==> config.mk <==
export PLATFORM = sky130hd
export DESIGN_NAME = svc_rv_pipe_ctrl_chain
export DESIGN_NICKNAME = d
export VERILOG_FILES = /design/src/rtl/svc_rv_pipe_ctrl_chain.sv
export SDC_FILE = /design/constraint.sdc
export NUM_CORES = 1
export LEC_CHECK = 0
export ABC_AREA = 0
export CAP_MARGIN = 20
export CORE_AREA = 2 2 39 41
export CTS_CLUSTER_SIZE = 28
export DETAILED_ROUTE_END_ITERATION = 6
export DIE_AREA = 0 0 41 43
export HOLD_SLACK_MARGIN = 0.15
export RECOVER_POWER = 25
export SLEW_MARGIN = 20
export SYNTH_ARGS = -nofsm -noshare
export SYNTH_HDL_FRONTEND = slang
export SYNTH_SLANG_ARGS = --single-unit
export TNS_END_PERCENT = 100
==> constraint.sdc <==
create_clock -name clk -period 1.9 [get_ports clk]
set_clock_uncertainty 0.15 [all_clocks]
set_input_delay 0.475 -clock clk [delete_from_list [all_inputs] [get_ports clk]]
set_output_delay 0.475 -clock clk [all_outputs]
set_load 0.02 [all_outputs]
==> src/rtl/svc_rv_pipe_ctrl_chain.sv <==
// Valid/handshake controller for a DEPTH-deep register chain: per-stage advance,
// bubble and cascading flush controls, plus a registered occupancy count.
module svc_rv_pipe_ctrl_chain #(
    parameter int DEPTH = 3,
    parameter int CNT_W = $clog2(DEPTH + 1)
) (
    input  logic             clk,
    input  logic             rst,
    input  logic             valid_i,
    output logic             ready_o,
    input  logic             ready_i,
    input  logic [DEPTH-1:0] stall_i,
    input  logic [DEPTH-1:0] flush_i,
    output logic [DEPTH-1:0] valid_o,
    output logic [DEPTH-1:0] advance_o,
    output logic [DEPTH-1:0] flush_o,
    output logic [DEPTH-1:0] bubble_o,
    output logic [CNT_W-1:0] count_o
);

    logic [DEPTH-1:0] valid_q, valid_d;
    logic [CNT_W-1:0] count_q, count_d;
    logic [DEPTH-1:0] can_accept;
    logic [DEPTH-1:0] flush_v;
    logic [DEPTH-1:0] in_valid;
    logic [DEPTH-1:0] advance_v;
    logic [DEPTH-1:0] bubble_v;
    logic             flush_run;
    logic             down_rdy;
    logic             accept_k;

    // Walk from the sink toward stage 0 so flush and readiness ripple backwards.
    always_comb begin
        flush_run  = 1'b0;
        down_rdy   = ready_i;
        accept_k   = 1'b0;
        flush_v    = '0;
        can_accept = '0;
        for (int k = DEPTH - 1; k >= 0; k--) begin
            flush_run     = flush_run | flush_i[k];
            flush_v[k]    = flush_run;
            accept_k      = !flush_run && (!valid_q[k] || (!stall_i[k] && down_rdy));
            can_accept[k] = accept_k;
            down_rdy      = accept_k;
        end
    end

    // Flush beats advance beats bubble; anything else holds the stage.
    always_comb begin
        in_valid    = '0;
        in_valid[0] = valid_i;
        for (int k = 1; k < DEPTH; k++) begin
            in_valid[k] = valid_q[k-1] && !stall_i[k-1];
        end
        advance_v = '0;
        bubble_v  = '0;
        valid_d   = valid_q;
        for (int k = 0; k < DEPTH; k++) begin
            if (flush_v[k]) begin
                valid_d[k] = 1'b0;
            end else if (can_accept[k] && in_valid[k]) begin
                advance_v[k] = 1'b1;
                valid_d[k]   = 1'b1;
            end else if (can_accept[k]) begin
                bubble_v[k] = 1'b1;
                valid_d[k]  = 1'b0;
            end
        end
        count_d = '0;
        for (int k = 0; k < DEPTH; k++) begin
            count_d = count_d + CNT_W'(valid_d[k]);
        end
    end

    always_ff @(posedge clk) begin
        if (rst) begin
            valid_q <= '0;
            count_q <= '0;
        end else begin
            valid_q <= valid_d;
            count_q <= count_d;
        end
    end

    assign ready_o   = can_accept[0];
    assign valid_o   = valid_q;
    assign count_o   = count_q;
    assign advance_o = advance_v;
    assign flush_o   = flush_v;
    assign bubble_o  = bubble_v;

endmodule
# Yosys cells after proc, flatten, opt, wreduce, memory -nomap -nowiden
# Cells that the tools add are included.
# W data, S select, Z words.
# word_totals
output_inout_bits	15
ff_bits	5
elab_cells	53
# classes
n_reduce_logical	23
n_addsub	2
n_bitwise	2
muxes	24
# op_table
operator	count
$mux W1	24
$logic_and A1 B1 Y1	11
$logic_not A1 Y1	9
$logic_or A1 B1 Y1	3
$add A1 B1 Y2	1
$add A2 B1 Y2	1
$or A1 B1 Y1	2

# Logic depth before layout (Yosys ltp)
# Gate-level depths: netlist of run 1.
# logic_depth
ltp_word	15
ltp_mapped	5
mapped_depth_nobuf	5

# Worst setup path before layout of run 1
# Ideal clock, no wire load.
# synth_timing
path_kind	input to output
from	input flush_i[2]
to	output bubble_o[1]
stages	3
slack_ps	-264
arrival_ps	1539
t_required_ps	1275
cell_sequence	or2_2 > clkbuf_1 > nor3b_1
# synth_via
elab_cells_between_ends	11
classes_between	mux (3); bitwise (1); reduce/logical (7)
# synth_rtl
element	line_no	source
start, declared	13	input logic [DEPTH-1:0] flush_i,
$or A1 B1 Y1 (*)	40	flush_run = flush_run | flush_i[k];
named net flush_o[1]	16	output logic [DEPTH-1:0] flush_o,
$logic_not A1 Y1	42	accept_k = !flush_run && (!valid_q[k] || (!stall_i[k] && down_rdy));
$logic_and A1 B1 Y1	42	
$mux W1 or $logic_and A1 B1 Y1 (tied branches)	64, 61	
$mux W1	61	end else if (can_accept[k] && in_valid[k]) begin
$mux W1 (*)	59	if (flush_v[k]) begin
end, declared	17	output logic [DEPTH-1:0] bubble_o,
# The timed path passes the listed nets; every way through them passes the cells marked *.

# Worst setup path after layout of run 1
# layout_timing
from	input stall_i[1]
to	output bubble_o[0]
# layout_via
elab_chain_len	10
elab_cells_between_ends	11
classes_between	mux (3); reduce/logical (8)
# layout_rtl
element	line_no	source
start, declared	12	input logic [DEPTH-1:0] stall_i,
$logic_not A1 Y1 (*)	42	
$logic_and A1 B1 Y1 (*)	42	
$logic_or A1 B1 Y1 (*)	42	
$logic_and A1 B1 Y1 (*) (2 in series)	42	
$logic_or A1 B1 Y1 (*)	42	
$logic_and A1 B1 Y1 (*)	42	
$mux W1 or $logic_and A1 B1 Y1 (tied branches)	64, 61	
$mux W1 (*)	61	
$mux W1 (*)	59	
# Every way passes the cells marked *; elsewhere a longest branch is shown, timed or not.

==> results of run 1 <==
==> power by group <==
part	internal (W)	total (W)	switching, W
Combinational	0.0000491	0.0000904	0.0000413
Clock	0.0000794	0.000123	0.0000437
Sequential	0.000106	0.000106	0.000000365
Total	0.000234	0.000320	0.0000854
==> flip-flops by register name, indices dropped and copies added (netlist names) <==
name	count
count_o	2
valid_o	3
==> cells by family (layout without fill, tap and decap cells) <==
group,count (synthesis),in the layout,synth area share
buffers and inverters,4,47,0.0674
AOI/OAI and AO/OA,13,13,0.285
and+or+nand+nor,17,17,0.288
DFF,5,5,0.300
adders and majority gates,1,1,0.0599
==> layer usage <==
layer  GRT usage  wire [µm]
met5           0          0
met1       0.194        472
met4       0.113         10
met2       0.234        590
met3      0.0366         66
==> critical path: stages <==
cell	delay, ns
buf_6	0.09
o21a_1	0.19
a311o_2	0.37
a211oi_4	0.25
buf_6	0.14
==> Yosys cell counts <==
master / instances
a211oi_1: 2
nor3_1: 4
and2_1: 1
buf_4: 2
a311o_2: 1
o21a_1: 1
inv_1: 1
a21oi_1: 4
nand2_1: 2
o21ai_0: 1
a31o_2: 1
nor2b_1: 2
a211oi_2: 1
a31oi_1: 1
a311oi_1: 1
fa_1: 1
nor2_1: 1
nand2b_1: 3
dfxtp_1: 5
or2_2: 2
nor3b_1: 2
clkbuf_1: 1
==> cells in the final DEF, fill, tap and decap left out <==
cell and n:
clkbuf_1 2, clkdlybuf4s50_1 3, a31o_4 1, o21ai_0 1, nor3_4 2, o21a_1 1
or2_2 1, a31oi_1 1, a211oi_1 2, a311oi_2 1, dfxtp_1 5, inv_2 1
a21oi_2 3, clkdlybuf4s15_2 1, dlygate4sd2_1 4, clkdlybuf4s15_1 1, buf_2 2, buf_4 20
nand2_1 2, clkbuf_2 2, nand2b_4 1, and2_1 1, or2_4 1, nor3_1 1
clkbuf_4 3, nor3b_2 2, a21oi_1 1, buf_6 8, nor2_1 1, nand2b_1 2
nor2b_1 2, a211oi_4 1, fa_1 1, a311o_2 1, nor3_2 1
==> worst paths after layout <==
kind                            slack, ns       start           to  cells past startpoint
worst min-delay path                 0.42  flush_i[2]   valid_o[2]                      3
worst max-delay path                -0.24  stall_i[1]  bubble_o[0]                      5
worst min register to register       0.51  valid_o[2]   valid_o[2]                      3
worst max register to register       0.02  valid_o[1]   count_o[0]                      6
==> stage by stage <==
step | TNS [ns] | total power [W] | setup WS, ns | cells | utilization
floorplan | -0.378 | 0.000141 | -0.124 | 40 | -
global placement | -10.40 | 0.000186 | -1.08 | 89 | 0.511
detailed placement | -10.51 | 0.000186 | -1.09 | 89 | 0.511
CTS | -0.831 | 0.000323 | -0.239 | 99 | 0.574
global route | -1.32 | 0.000338 | -0.291 | 99 | 0.573
finish | -0.801 | 0.000320 | -0.240 | 99 | 0.573
==> final cells by class <==
class	instances	share of cell area
Sequential cell	5	0.126
Tap cell	16	0.0252
Multi-Input combinational cell	31	0.369
Clock buffer	4	0.0331
Inverter	1	0.00473
Timing Repair Buffer	42	0.442
==> what timing repair did <==
item | 4_1_cts | 5_1_grt
resized for setup | 86 | 6
hold endpoints to repair | 0 | 0
buffers inserted | 6 | 0
pin swaps | 11 | 3
setup endpoints to repair | 15 | 12
==> flow_summary.json, run 1 <==
{
  "status": "complete, but fails checks",
  "violations": "setup timing",
  "fin_crit_sh": 1.13,
  "synth-seq-cells": 5,
  "htreeDepth": 1,
  "seqCellArea_um2": 100,
  "antenna_found_initial": 0,
  "cp.arrival_ns": 1.51,
  "synth_top_area_share": 0.300,
  "num_rows": 14,
  "cts_sinks": 5,
  "syn_area_um2": 334,
  "cts_tree": "done",
  "finalWorstSetupSlack_ns": -0.240,
  "dr.pass1.iters": 3,
  "start_util": 0.241,
  "grt_pass1_wl_um": 1900,
  "postSynthAreaPerCell_um2": 8.35,
  "root_buffer": "clkbuf_4",
  "synthCells": 40,
  "post-dp-hpwl_um": 786,
  "multi_input_area_um2": 293,
  "drtIter0Drc": 4,
  "drive_gt1_frac": 0.627,
  "fillCellCount": 132,
  "hold_slack_ns": 0.422,
  "numCtsBuffers": 3,
  "fp.dieH_um": 43,
  "tightest_slew_ns": 0.264,
  "startpoint_type": "input port",
  "hold_path_class": "input port to flop",
  "ioPinCount": 25,
  "setup_violations": 6,
  "layout_min_cycle_time_ns": 2.14,
  "cap_viol_max_count": 0,
  "grt.overflow.total": 0,
  "holdBufCountCts": 0,
  "maxSlewViolCount": 0,
  "gp_congestion": 0.758,
  "slew_headroom": 0.822,
  "syn_nets": 51,
  "final_hold_viol_count": 0,
  "grt_max_degree": 7,
  "placed_area_um2": 707,
  "core_um2": 1380,
  "setup.worst_path.class": "input port to output pin",
  "grt_pass1_vias": 453,
  "final_area_um2": 793,
  "leakage_nw": 0.357,
  "grt_setup_unrepaired": "true",
  "post-route-drc-count": 0,
  "vias_per_cell": 4.70,
  "critPathMaxFanout": 3,
  "antenna_cells": 0,
  "p_per_area_nw_per_um2": 403,
  "ctsLongestPathBuffers": 2,
  "crit_required_ns": 1.27,
  "path_clk_slew_ns": 0.04,
  "yosys.area.top_type": "dfxtp_1",
  "yosysWarnings": 0,
  "routed_wl_um": 1140,
  "track_usage": 0.160,
  "final_nets": 95,
  "ant_nets": 0,
  "synth_cell_type_count": 22,
  "io_buffers": 24,
  "synthToLayoutAreaGrowth_pct": 137,
  "max_freq_ghz": 0.467,
  "clkLatencyLatePin_ns": 0.24,
  "cp-end-kind": "output pin",
  "dieWidth_um": 41,
  "synth.area.top_cells": "dfxtp_1 30%, a21oi_1 6.0%, fa_1 6.0%, nor3_1 6.0%, nand2b_1 5.6%",
  "avgRoutedWirePerCell_um": 11.5,
  "vdd_drop_max_mv": 0.181,
  "vias": 465,
  "dieArea_um2": 1760,
  "seq_area_frac_synth": 0.300
}
(Power assumes the default switching activity.)
==> run 2, diff against run 1 <==
--- a/config.mk
+++ b/config.mk
@@ -12,6 +12,7 @@
 export DETAILED_ROUTE_END_ITERATION = 6
 export DIE_AREA = 0 0 41 43
 export HOLD_SLACK_MARGIN = 0.15
+export PLACE_DENSITY = 0.71
 export RECOVER_POWER = 25
 export SLEW_MARGIN = 20
 export SYNTH_ARGS = -nofsm -noshare
==> run 2 against run 1 <==
Compared with the run above:
- sequential share of layout area is 0.18 points higher
- largest power group unchanged
- worst setup slack barely moved
- highest routed layer unchanged
- clock power about the same
- largest cell class unchanged
- the run still ends with setup timing left
==> flow_summary.json, run 2 (synthesized netlist as in run 1, its figures left out) <==
{
  "status": "complete, but fails checks",
  "violations": "setup timing",
  "finalSetupTns_ns": -0.919,
  "largest_reg_flops": 3,
  "fin_crit_sh": 1.13,
  "vdd_drop_max_mv": 0.175,
  "numCtsBuffers": 3,
  "slew_headroom": 0.767,
  "track_usage": 0.154,
  "maxSlewViolCount": 0,
  "critPathMaxFanout": 3,
  "dieWidth_um": 41,
  "cp-end-kind": "output pin",
  "num_rows": 14,
  "avgRoutedWirePerCell_um": 11.1,
  "grt_setup_unrepaired": "true",
  "cts_tree": "done",
  "grt.overflow.total": 0,
  "max_stage_delay_ns": 0.37,
  "ioPinCount": 25,
  "cp.depth": 5,
  "tightest_slew_ns": 0.350,
  "htreeDepth": 1,
  "min_delay_path_depth": 3,
  "cp_cell_sequence": "buf_6, o21a_1, a311o_2, a211oi_4, buf_6",
  "dieArea_um2": 1760,
  "holdBufCountCts": 0,
  "setup_violations": 7,
  "io_buffers": 24,
  "post-dp-hpwl_um": 809,
  "vias": 459,
  "grt_max_degree": 7,
  "p_per_area_nw_per_um2": 407,
  "setup.worst_path.class": "input port to output pin",
  "max_freq_ghz": 0.467,
  "grt_pass1_vias": 440,
  "final_cells": 99,
  "ctsLongestPathBuffers": 2,
  "core_um2": 1380,
  "final_hold_viol_count": 0,
  "cts_sinks": 5,
  "dp.cells": 88,
  "start_util": 0.241,
  "slowest_stage": "a311o_2",
  "root_buffer": "clkbuf_4",
  "layout_min_cycle_time_ns": 2.14,
  "fp.dieH_um": 43,
  "antenna_found_initial": 0,
  "final_nets": 95,
  "ff2ff_path_depth": 6,
  "startpoint_type": "input port",
  "vias_per_cell": 4.64,
  "hold_slack_ns": 0.397,
  "final_cell_mix": "20 x buf_4, 6 x buf_6, 5 x dfxtp_1, 5 x dlygate4sd2_1, 4 x buf_2",
  "finalWorstSetupSlack_ns": -0.240,
  "clkLatencyLatePin_ns": 0.24,
  "grt_pass1_wl_um": 1810,
  "worst_path_most_repeated_cell": "buf_6",
  "hold_path_class": "input port to flop",
  "path_clk_slew_ns": 0.04,
  "antenna_cells": 0,
  "final_common_cell": "buf_4",
  "routed_wl_um": 1100,
  "post-route-drc-count": 0,
  "drtIter0Drc": 7,
  "crit_required_ns": 1.27,
  "dr.pass1.iters": 4,
  "ant_nets": 0,
  "finish.utilization": 0.565,
  "drive_gt1_frac": 0.602,
  "synthToLayoutAreaGrowth_pct": 134,
  "cp.arrival_ns": 1.51,
  "cap_viol_max_count": 0,
  "path_buf_inv": 2,
  "gp_congestion": 0.779,
  "crit_family": "compound AO/OA/AOI/OAI gates",
  "leakage_nw": 0.348
}
## run 2: path summary, 6_finish.rpt
check / start / to / slack, ns
min reg2reg: valid_o[2] / valid_o[2] / 0.51
max reg2reg: valid_o[1] / count_o[0] / 0
min: flush_i[2] / valid_o[2] / 0.40
max: stall_i[1] / bubble_o[0] / -0.24
## run 2: what timing repair did
item,in CTS,in global routing
gates resized for setup,80,4
setup endpoints to repair,15,12
buffers inserted,7,0
pin swaps,9,2
## run 2: area by class of cell
cell class / instances / area, µm²
Inverter: 1 / 3.75
Tap cell: 16 / 20.0
Multi-Input combinational cell: 31 / 285
Fill cell: 140 / 602
Sequential cell: 5 / 100
Timing Repair Buffer: 42 / 347
Clock buffer: 4 / 26.3
## run 2: through the flow
step / instance area [µm²] / power (W) / worst slack [ns]
finish: 782 / 0.000318 / -0.240
floorplan: 377 / 0.000141 / -0.124
detailed placement: 699 / 0.000186 / -1.09
global placement: 699 / 0.000185 / -1.07
CTS: 787 / 0.000322 / -0.245
global route: 782 / 0.000331 / -0.279
## run 2: layer usage
layer  global-route usage  share of wire  up-vias
met5                    0              0        -
met4                0.120          0.028        0
met3               0.0209          0.064        5
met2                0.225           0.47       18
met1                0.192           0.44      204
li1                     -              -      232
## run 2: tightest hold or removal path, cell delays in order
cell and delay, ns:
buf_6 0.08, buf_4 0.13, a211oi_1 0.05
## run 2: where the power goes
| group | switching [W] | internal, W |
|---|---|---|
| combinational | 0.0000389 | 0.0000473 |
| clock | 0.0000461 | 0.0000796 |
| sequential | 0.000000342 | 0.000106 |
| total | 0.0000853 | 0.000233 |
